[config.mk]
export PLATFORM = sky130hd
export DESIGN_NAME = mem_byte_seq_flat
export DESIGN_NICKNAME = d
export VERILOG_FILES = /design/src/rtl/mem_byte_seq_if.sv /design/src/rtl/mem_byte_seq.sv /design/src/flat_wrapper.sv
export SDC_FILE = /design/constraint.sdc
export NUM_CORES = 1
export LEC_CHECK = 0
export CAP_MARGIN = 10
export CORE_MARGIN = 3
export CORE_UTILIZATION = 49
export DETAILED_ROUTE_END_ITERATION = 7
export PLACE_DENSITY = 0.77
export SKIP_CTS_REPAIR_TIMING = 1
export SYNTH_ARGS = -nofsm -noshare
export SYNTH_HDL_FRONTEND = slang
export SYNTH_SLANG_ARGS = --single-unit
[constraint.sdc]
create_clock -name clk -period 2.5 [get_ports clk]
set_clock_uncertainty 0.05 [all_clocks]
set_input_delay 0.75 -clock clk [delete_from_list [all_inputs] [get_ports clk]]
set_output_delay 0.75 -clock clk [all_outputs]
set_load 0.005 [all_outputs]
[src/rtl/mem_byte_seq_if.sv]
`default_nettype none
// +----------------------------------------------------------------------+
// | Module   : mem_byte_seq_if                                           |
// | Purpose  : CPU-side request/response bundle of the byte sequencer    |
// | Revision : 1.0                                                       |
// +----------------------------------------------------------------------+
interface mem_byte_seq_if #(
    parameter int ADDR_W = 11
);
    logic              req_valid;
    logic              req_ready;
    logic              req_we;
    logic [ADDR_W-1:0] req_addr;
    logic [1:0]        req_size;
    logic              req_unsigned;
    logic [31:0]       req_wdata;
    logic              resp_valid;
    logic              resp_err;
    logic [31:0]       resp_rdata;

    modport master (
        output req_valid, req_we, req_addr, req_size, req_unsigned, req_wdata,
        input  req_ready, resp_valid, resp_err, resp_rdata
    );

    modport slave (
        input  req_valid, req_we, req_addr, req_size, req_unsigned, req_wdata,
        output req_ready, resp_valid, resp_err, resp_rdata
    );
endinterface
`default_nettype wire

[src/rtl/mem_byte_seq.sv]
`default_nettype none
// +----------------------------------------------------------------------+
// | Module   : mem_byte_seq                                              |
// | Purpose  : 32-bit load/store to byte-serial RAM access sequencer     |
// | Revision : 1.0                                                       |
// +----------------------------------------------------------------------+
module mem_byte_seq #(
    parameter int ADDR_W = 11,
    parameter int DEPTH  = 1536
) (
    input  wire                clk,
    input  wire                rst_n,
    mem_byte_seq_if.slave      bus,
    output logic               ram_re,
    output logic [ADDR_W-1:0]  ram_raddr,
    input  wire  [7:0]         ram_rdata,
    output logic               ram_we,
    output logic [ADDR_W-1:0]  ram_waddr,
    output logic [7:0]         ram_wdata
);

    localparam logic [ADDR_W:0] c_DEPTH_EXT = DEPTH[ADDR_W:0];

    typedef enum logic [2:0] {
        S_IDLE  = 3'd0,
        S_WRITE = 3'd1,
        S_READ  = 3'd2,
        S_DRAIN = 3'd3,
        S_ERR   = 3'd4,
        S_RESP  = 3'd5
    } state_t;

    state_t            r_state;
    state_t            w_state_nxt;
    logic [ADDR_W-1:0] r_base;
    logic [1:0]        r_last;
    logic [1:0]        r_cnt;
    logic [1:0]        r_size;
    logic              r_unsigned;
    logic              r_we;
    logic              r_err;
    logic [31:0]       r_wdata;
    logic [31:0]       r_rdata;
    logic              r_cap_en;
    logic [1:0]        r_cap_idx;

    logic [1:0]        w_nbytes_m1;
    logic [ADDR_W:0]   w_end;
    logic              w_req_err;
    logic              w_accept;
    logic [ADDR_W-1:0] w_addr_cur;
    logic [7:0]        w_wlane;
    logic [31:0]       w_ext;

    always_comb begin
        w_nbytes_m1 = 2'd0;
        case (bus.req_size)
            2'b01:   w_nbytes_m1 = 2'd1;
            2'b10:   w_nbytes_m1 = 2'd3;
            default: w_nbytes_m1 = 2'd0;
        endcase
        // One extra bit so a request near the top of the address space cannot wrap.
        w_end     = {1'b0, bus.req_addr} + {{(ADDR_W-1){1'b0}}, w_nbytes_m1};
        w_req_err = (bus.req_size == 2'b11) || (w_end >= c_DEPTH_EXT);
        w_accept  = bus.req_valid && (r_state == S_IDLE);
    end

    always_ff @(posedge clk or negedge rst_n) begin
        if (!rst_n) begin
            r_state <= S_IDLE;
        end else begin
            r_state <= w_state_nxt;
        end
    end

    always_comb begin
        w_state_nxt = r_state;
        case (r_state)
            S_IDLE: begin
                if (w_accept) begin
                    if (w_req_err)       w_state_nxt = S_ERR;
                    else if (bus.req_we) w_state_nxt = S_WRITE;
                    else                 w_state_nxt = S_READ;
                end
            end
            S_WRITE: if (r_cnt == r_last) w_state_nxt = S_RESP;
            S_READ:  if (r_cnt == r_last) w_state_nxt = S_DRAIN;
            S_DRAIN: w_state_nxt = S_RESP;
            S_ERR:   w_state_nxt = S_RESP;
            S_RESP:  w_state_nxt = S_IDLE;
            default: w_state_nxt = S_IDLE;
        endcase
    end

    always_ff @(posedge clk or negedge rst_n) begin
        if (!rst_n) begin
            r_base     <= '0;
            r_last     <= 2'd0;
            r_cnt      <= 2'd0;
            r_size     <= 2'd0;
            r_unsigned <= 1'b0;
            r_we       <= 1'b0;
            r_err      <= 1'b0;
            r_wdata    <= 32'd0;
            r_rdata    <= 32'd0;
            r_cap_en   <= 1'b0;
            r_cap_idx  <= 2'd0;
        end else begin
            // RAM data arrives one edge after the issue, so remember which lane it belongs to.
            r_cap_en  <= (r_state == S_READ);
            r_cap_idx <= r_cnt;
            if (w_accept) begin
                r_base     <= bus.req_addr;
                r_last     <= w_nbytes_m1;
                r_size     <= bus.req_size;
                r_unsigned <= bus.req_unsigned;
                r_we       <= bus.req_we;
                r_err      <= w_req_err;
                r_wdata    <= bus.req_wdata;
                r_rdata    <= 32'd0;
                r_cnt      <= 2'd0;
            end else begin
                if ((r_state == S_WRITE) || (r_state == S_READ)) begin
                    r_cnt <= r_cnt + 2'd1;
                end
                if (r_cap_en) begin
                    case (r_cap_idx)
                        2'd0:    r_rdata[7:0]   <= ram_rdata;
                        2'd1:    r_rdata[15:8]  <= ram_rdata;
                        2'd2:    r_rdata[23:16] <= ram_rdata;
                        default: r_rdata[31:24] <= ram_rdata;
                    endcase
                end
            end
        end
    end

    always_comb begin
        w_addr_cur = r_base + ADDR_W'(r_cnt);
        case (r_cnt)
            2'd0:    w_wlane = r_wdata[7:0];
            2'd1:    w_wlane = r_wdata[15:8];
            2'd2:    w_wlane = r_wdata[23:16];
            default: w_wlane = r_wdata[31:24];
        endcase
        case (r_size)
            2'b00:   w_ext = {{24{~r_unsigned & r_rdata[7]}},  r_rdata[7:0]};
            2'b01:   w_ext = {{16{~r_unsigned & r_rdata[15]}}, r_rdata[15:0]};
            default: w_ext = r_rdata;
        endcase

        ram_we         = (r_state == S_WRITE);
        ram_waddr      = ram_we ? w_addr_cur : '0;
        ram_wdata      = ram_we ? w_wlane : 8'd0;
        ram_re         = (r_state == S_READ);
        ram_raddr      = ram_re ? w_addr_cur : '0;
        bus.resp_valid = (r_state == S_RESP);
        bus.resp_err   = (r_state == S_RESP) && r_err;
        bus.resp_rdata = ((r_state == S_RESP) && !r_err && !r_we) ? w_ext : 32'd0;
        bus.req_ready  = (r_state == S_IDLE) && rst_n;
    end

endmodule
`default_nettype wire

[src/flat_wrapper.sv]
// flat-port wrapper written by rule: the top's interface ports become plain ports
module mem_byte_seq_flat 
#(
    parameter int ADDR_W = 11,
    parameter int DEPTH  = 1536
)
  (clk, rst_n, ram_re, ram_raddr, ram_rdata, ram_we, ram_waddr, ram_wdata, bus_req_valid, bus_req_we, bus_req_addr, bus_req_size, bus_req_unsigned, bus_req_wdata, bus_req_ready, bus_resp_valid, bus_resp_err, bus_resp_rdata);
  mem_byte_seq_if #(.ADDR_W(ADDR_W)) bus_i ();
  input  wire clk;
  input  wire rst_n;
  output logic ram_re;
  output logic [ADDR_W-1:0] ram_raddr;
  input  wire  [7:0] ram_rdata;
  output logic ram_we;
  output logic [ADDR_W-1:0] ram_waddr;
  output logic [7:0] ram_wdata;
  input wire logic [$bits(bus_i.req_valid)-1:0] bus_req_valid;
  input wire logic [$bits(bus_i.req_we)-1:0] bus_req_we;
  input wire logic [$bits(bus_i.req_addr)-1:0] bus_req_addr;
  input wire logic [$bits(bus_i.req_size)-1:0] bus_req_size;
  input wire logic [$bits(bus_i.req_unsigned)-1:0] bus_req_unsigned;
  input wire logic [$bits(bus_i.req_wdata)-1:0] bus_req_wdata;
  output wire logic [$bits(bus_i.req_ready)-1:0] bus_req_ready;
  output wire logic [$bits(bus_i.resp_valid)-1:0] bus_resp_valid;
  output wire logic [$bits(bus_i.resp_err)-1:0] bus_resp_err;
  output wire logic [$bits(bus_i.resp_rdata)-1:0] bus_resp_rdata;
  assign bus_i.req_valid = bus_req_valid;
  assign bus_i.req_we = bus_req_we;
  assign bus_i.req_addr = bus_req_addr;
  assign bus_i.req_size = bus_req_size;
  assign bus_i.req_unsigned = bus_req_unsigned;
  assign bus_i.req_wdata = bus_req_wdata;
  assign bus_req_ready = bus_i.req_ready;
  assign bus_resp_valid = bus_i.resp_valid;
  assign bus_resp_err = bus_i.resp_err;
  assign bus_resp_rdata = bus_i.resp_rdata;
  mem_byte_seq #(.ADDR_W(ADDR_W), .DEPTH(DEPTH)) u_core (.clk(clk), .rst_n(rst_n), .bus(bus_i), .ram_re(ram_re), .ram_raddr(ram_raddr), .ram_rdata(ram_rdata), .ram_we(ram_we), .ram_waddr(ram_waddr), .ram_wdata(ram_wdata));
endmodule
==> impl_metrics.env <==
export IMPL_postRouteAntennaNets=0
export IMPL_place_port_buffers=124
export IMPL_wl_per_cell_microns=16.78
export IMPL_fmaxAchievable_ghz=0.3410
export IMPL_violations_in_the_final_reports="negative setup slack"
export IMPL_synth_async_reset_ratio_pct=100.0
export IMPL_drtIter0Drc=143
export IMPL_setup_violations=40
export IMPL_num_io_pins=125
export IMPL_grt_pass1_wl_microns=18770
export IMPL_worst_r2r_setup_slack_ps=630
export IMPL_hp_class="primary input to async pin"
export IMPL_swShare_pct=35.94
export IMPL_pwr_share_seq_pct=34.7
export IMPL_crit_fanout=4
export IMPL_final_layout_size_suffix_gt1_share_pct=37.64
export IMPL_critPathCaptureType="output port"
export IMPL_place_detailed_hpwl_microns=8463
export IMPL_fp_dieArea_sq_mm=0.01075
export IMPL_numPlacedInstances=697
export IMPL_crit_path_start_kind="register"
export IMPL_max_cap_violations=0
export IMPL_final_stage_net_count=679
export IMPL_hold_viol=0
export IMPL_grtUsageMet1_pct=26.81
export IMPL_power_net_switching_mw=2.488
export IMPL_mappedNetlistArea_sq_mm=0.004673
export IMPL_routed_via_density=5.236
export IMPL_route_final_wire_length_microns=12420
export IMPL_route_detailed_drc=0
export IMPL_drt_pre_antenna_iters=4
export IMPL_timing_critical_path_required_ps=1700
export IMPL_coreArea_sq_mm=0.009240
export IMPL_num_antenna_cells=0
export IMPL_gr_usage_met3_pct=4.798
export IMPL_vias=3875
export IMPL_num_rows=35
export IMPL_leakagePower_nw=3.577
export IMPL_clkTransAtPathRegs_ps=90
export IMPL_rsz0062_at_grt="true"
export IMPL_dominantRegCellSynth="dfrtp_1"
export IMPL_first_global_vias=3835
export IMPL_clockPowerShare_pct=14.8
export IMPL_finalInstanceArea_sq_mm=0.006867
export IMPL_synth_ff_latch_count=90
export IMPL_grt_antenna_before_repair=0
export IMPL_yosysUniqueCellTypes=45
export IMPL_grt_max_degree=47
export IMPL_grt_total_usage_pct=21.32
export IMPL_timing_max_slew_rel_slack_pct=58.67
export IMPL_critical_path_startpoint="u_core.r_cnt[0]"
export IMPL_tightestPinTransition_ps=618.2
export IMPL_period_needed_ps=2932
export IMPL_final_max_slew_violation_count=0
export IMPL_synth_warnings=0
export IMPL_cts_tree="done"
export IMPL_grt_ovfl_total=0
export IMPL_syn_avg_cell_area_sq_um=10.74
export IMPL_insertion_delay_ps=340
export IMPL_combinationalPowerShare_pct=50.6
export IMPL_crit_reg2reg_launch="u_core.r_state[2]"
export IMPL_p_int_mw=4.434
export IMPL_register_to_register_path_depth=6
export IMPL_critical_path_reg2reg_endpoint="u_core.r_size[1]"
export IMPL_die_h_microns=103.7
export IMPL_area_growth_synth_to_final_pct=46.93
export IMPL_p_per_area_mw_per_mm2=1008
export IMPL_post_layout_nonfiller_instances=740
export IMPL_die_w_microns=103.7
export IMPL_outcome="finished, violations left"
export IMPL_nFillCells=640
export IMPL_setup_tns_ps=-10180
export IMPL_worstPathArrival_ps=2130
export IMPL_synth_nets=505
export IMPL_numClockSinks=90
export IMPL_cts_root_to_sink_buffers=2
export IMPL_share_of_the_clock_period_used_by_the_worst_path_pct=117.3
export IMPL_global_route_peak_usage_layer="met2"
export IMPL_final_standard_cell_utilization_of_the_core_pct=74.31
export IMPL_critical_path_class="register to output port"
export IMPL_htree_num_levels=3
export IMPL_final_setup_worst_slack_ps=-432.4
export IMPL_synth_sequential_area_ratio_pct=48.19
export IMPL_synth_enable_flop_cells=0
export IMPL_syn_inst=435
export IMPL_floorplan_initialDensity_pct=50.58
export IMPL_gp_congestion=0.7949
export IMPL_grt_use_met2_pct=36.26
export IMPL_ir_worst_vdd_uv=587.6
export IMPL_placed_area_sq_mm=0.006227
export IMPL_tritoncts_buffers=9
export IMPL_cts_root_buffer_cell="clkbuf_8"
## per-layer routing
layer | routed length [microns] | vias up
met5 | 0 | -
met1 | 5190 | 1907
li1 | - | 1824
met4 | 256 | 0
met3 | 612 | 22
met2 | 6356 | 122
## metrics by stage
| stage | setup slack, ps | hold WS, ps | power (mW) |
|---|---|---|---|
| CTS | -775.6 | 435.2 | 6.380 |
| detailed placement | -608.4 | 446.7 | 5.355 |
| floorplan | 45.65 | 404.4 | 4.097 |
| global placement | -513.7 | 440.7 | 5.240 |
| global route | -493.1 | 463.0 | 7.382 |
| finish | -432.4 | 428.5 | 6.922 |
## power by group through the flow
stage | combinational, mW | sequential [mW] | clock, mW
finish | 3.50 | 2.40 | 1.02
CTS | 2.99 | 2.35 | 1.04
global route | 3.80 | 2.48 | 1.11
floorplan | 1.78 | 2.32 | 0
detailed placement | 2.97 | 2.38 | 0
global placement | 2.89 | 2.35 | 0
## critical path, stage by stage, from the launching register on
cell and delay [ps]:
dfrtp_2 450, ha_4 190, fa_2 390, buf_4 150, buf_4 150, xnor2_4 150
nor2_1 140, buf_2 160
## sequential cells by signal, summed over array words and instances, names as in the netlist, 2 cells and up
signal	cells
u_core.r_rdata	32
u_core.r_wdata	32
u_core.r_base	11
u_core.r_state	3
u_core.r_cap_idx	2
u_core.r_cnt	2
u_core.r_last	2
u_core.r_size	2
## cell usage in the layout, fill, tap and decap left out, types with 4 or more instances in the layout
cell / Yosys / final
clkbuf_8: 0 / 9
inv_2: 1 / 5
buf_6: 5 / 12
clkdlybuf4s50_1: 0 / 61
and2_1: 9 / 9
buf_4: 6 / 52
dfrtp_1: 90 / 86
dfrtp_2: 0 / 4
o21ai_0: 10 / 10
a21oi_1: 35 / 21
dlymetal6s2s_1: 0 / 22
buf_2: 6 / 28
a21oi_2: 0 / 13
mux2_2: 48 / 48
a222oi_1: 8 / 8
buf_12: 0 / 4
xnor2_2: 0 / 6
nand3_1: 6 / 5
nor2_1: 79 / 76
clkbuf_2: 1 / 12
nand2_1: 5 / 4
ha_4: 0 / 7
inv_1: 27 / 23
mux2i_1: 35 / 35
## area by class of cell
class                   count  area, sq um  share of cell area, %
clock inverters             4        70.07                  1.020
inverters                  28        105.1                  1.531
clock buffers               9        123.9                  1.804
flip-flops and latches     90         2257                  32.87
repair buffers            191         1692                  24.64
multi-input cells         289         2457                  35.79
well taps                 129        161.4                  2.351
## worst max-delay path by stage
stage | endpoint | cells past startpoint
detailed placement | u_core.r_state[1] | 10
global placement | u_core.r_state[1] | 10
finish | ram_waddr[2] | 7
floorplan | u_core.r_state[1] | 9
global route | ram_waddr[2] | 7
CTS | ram_raddr[10] | 7
## logic make-up (layout without fill, tap and decap cells)
kind of cell | Yosys count | count (layout) | synth area share [%]
AND/OR/NAND/NOR | 121 | 121 | 13.04
flip-flops | 90 | 90 | 48.19
multiplexers | 83 | 83 | 19.06
AO/OA/AOI/OAI | 61 | 61 | 7.952
buffers and inverters | 56 | 232 | 5.970
adder cells (fa/ha/maj) | 12 | 12 | 3.534
XOR/XNOR | 12 | 12 | 2.249
## cell usage after synthesis, types with 2 or more instances
library cell	number	area, sq um
a21oi_1	35	175.2
a222oi_1	8	80.08
and2_1	9	56.30
buf_1	3	11.26
buf_2	6	30.03
buf_4	6	45.04
buf_6	5	56.30
clkbuf_1	7	26.28
dfrtp_1	90	2252
fa_1	2	40.04
ha_1	10	125.1
inv_1	27	101.4
mux2_2	48	540.5
mux2i_1	35	350.3
nand2_1	5	18.77
nand3_1	6	30.03
nand3b_1	2	15.01
nor2_1	79	296.5
nor2b_1	2	12.51
nor3_4	2	32.53
nor3b_1	2	15.01
nor4b_1	2	17.52
o211ai_1	3	22.52
o21ai_0	10	50.05
xnor2_1	9	78.83
xor2_1	3	26.28
Power figures use the tool's default switching activity.
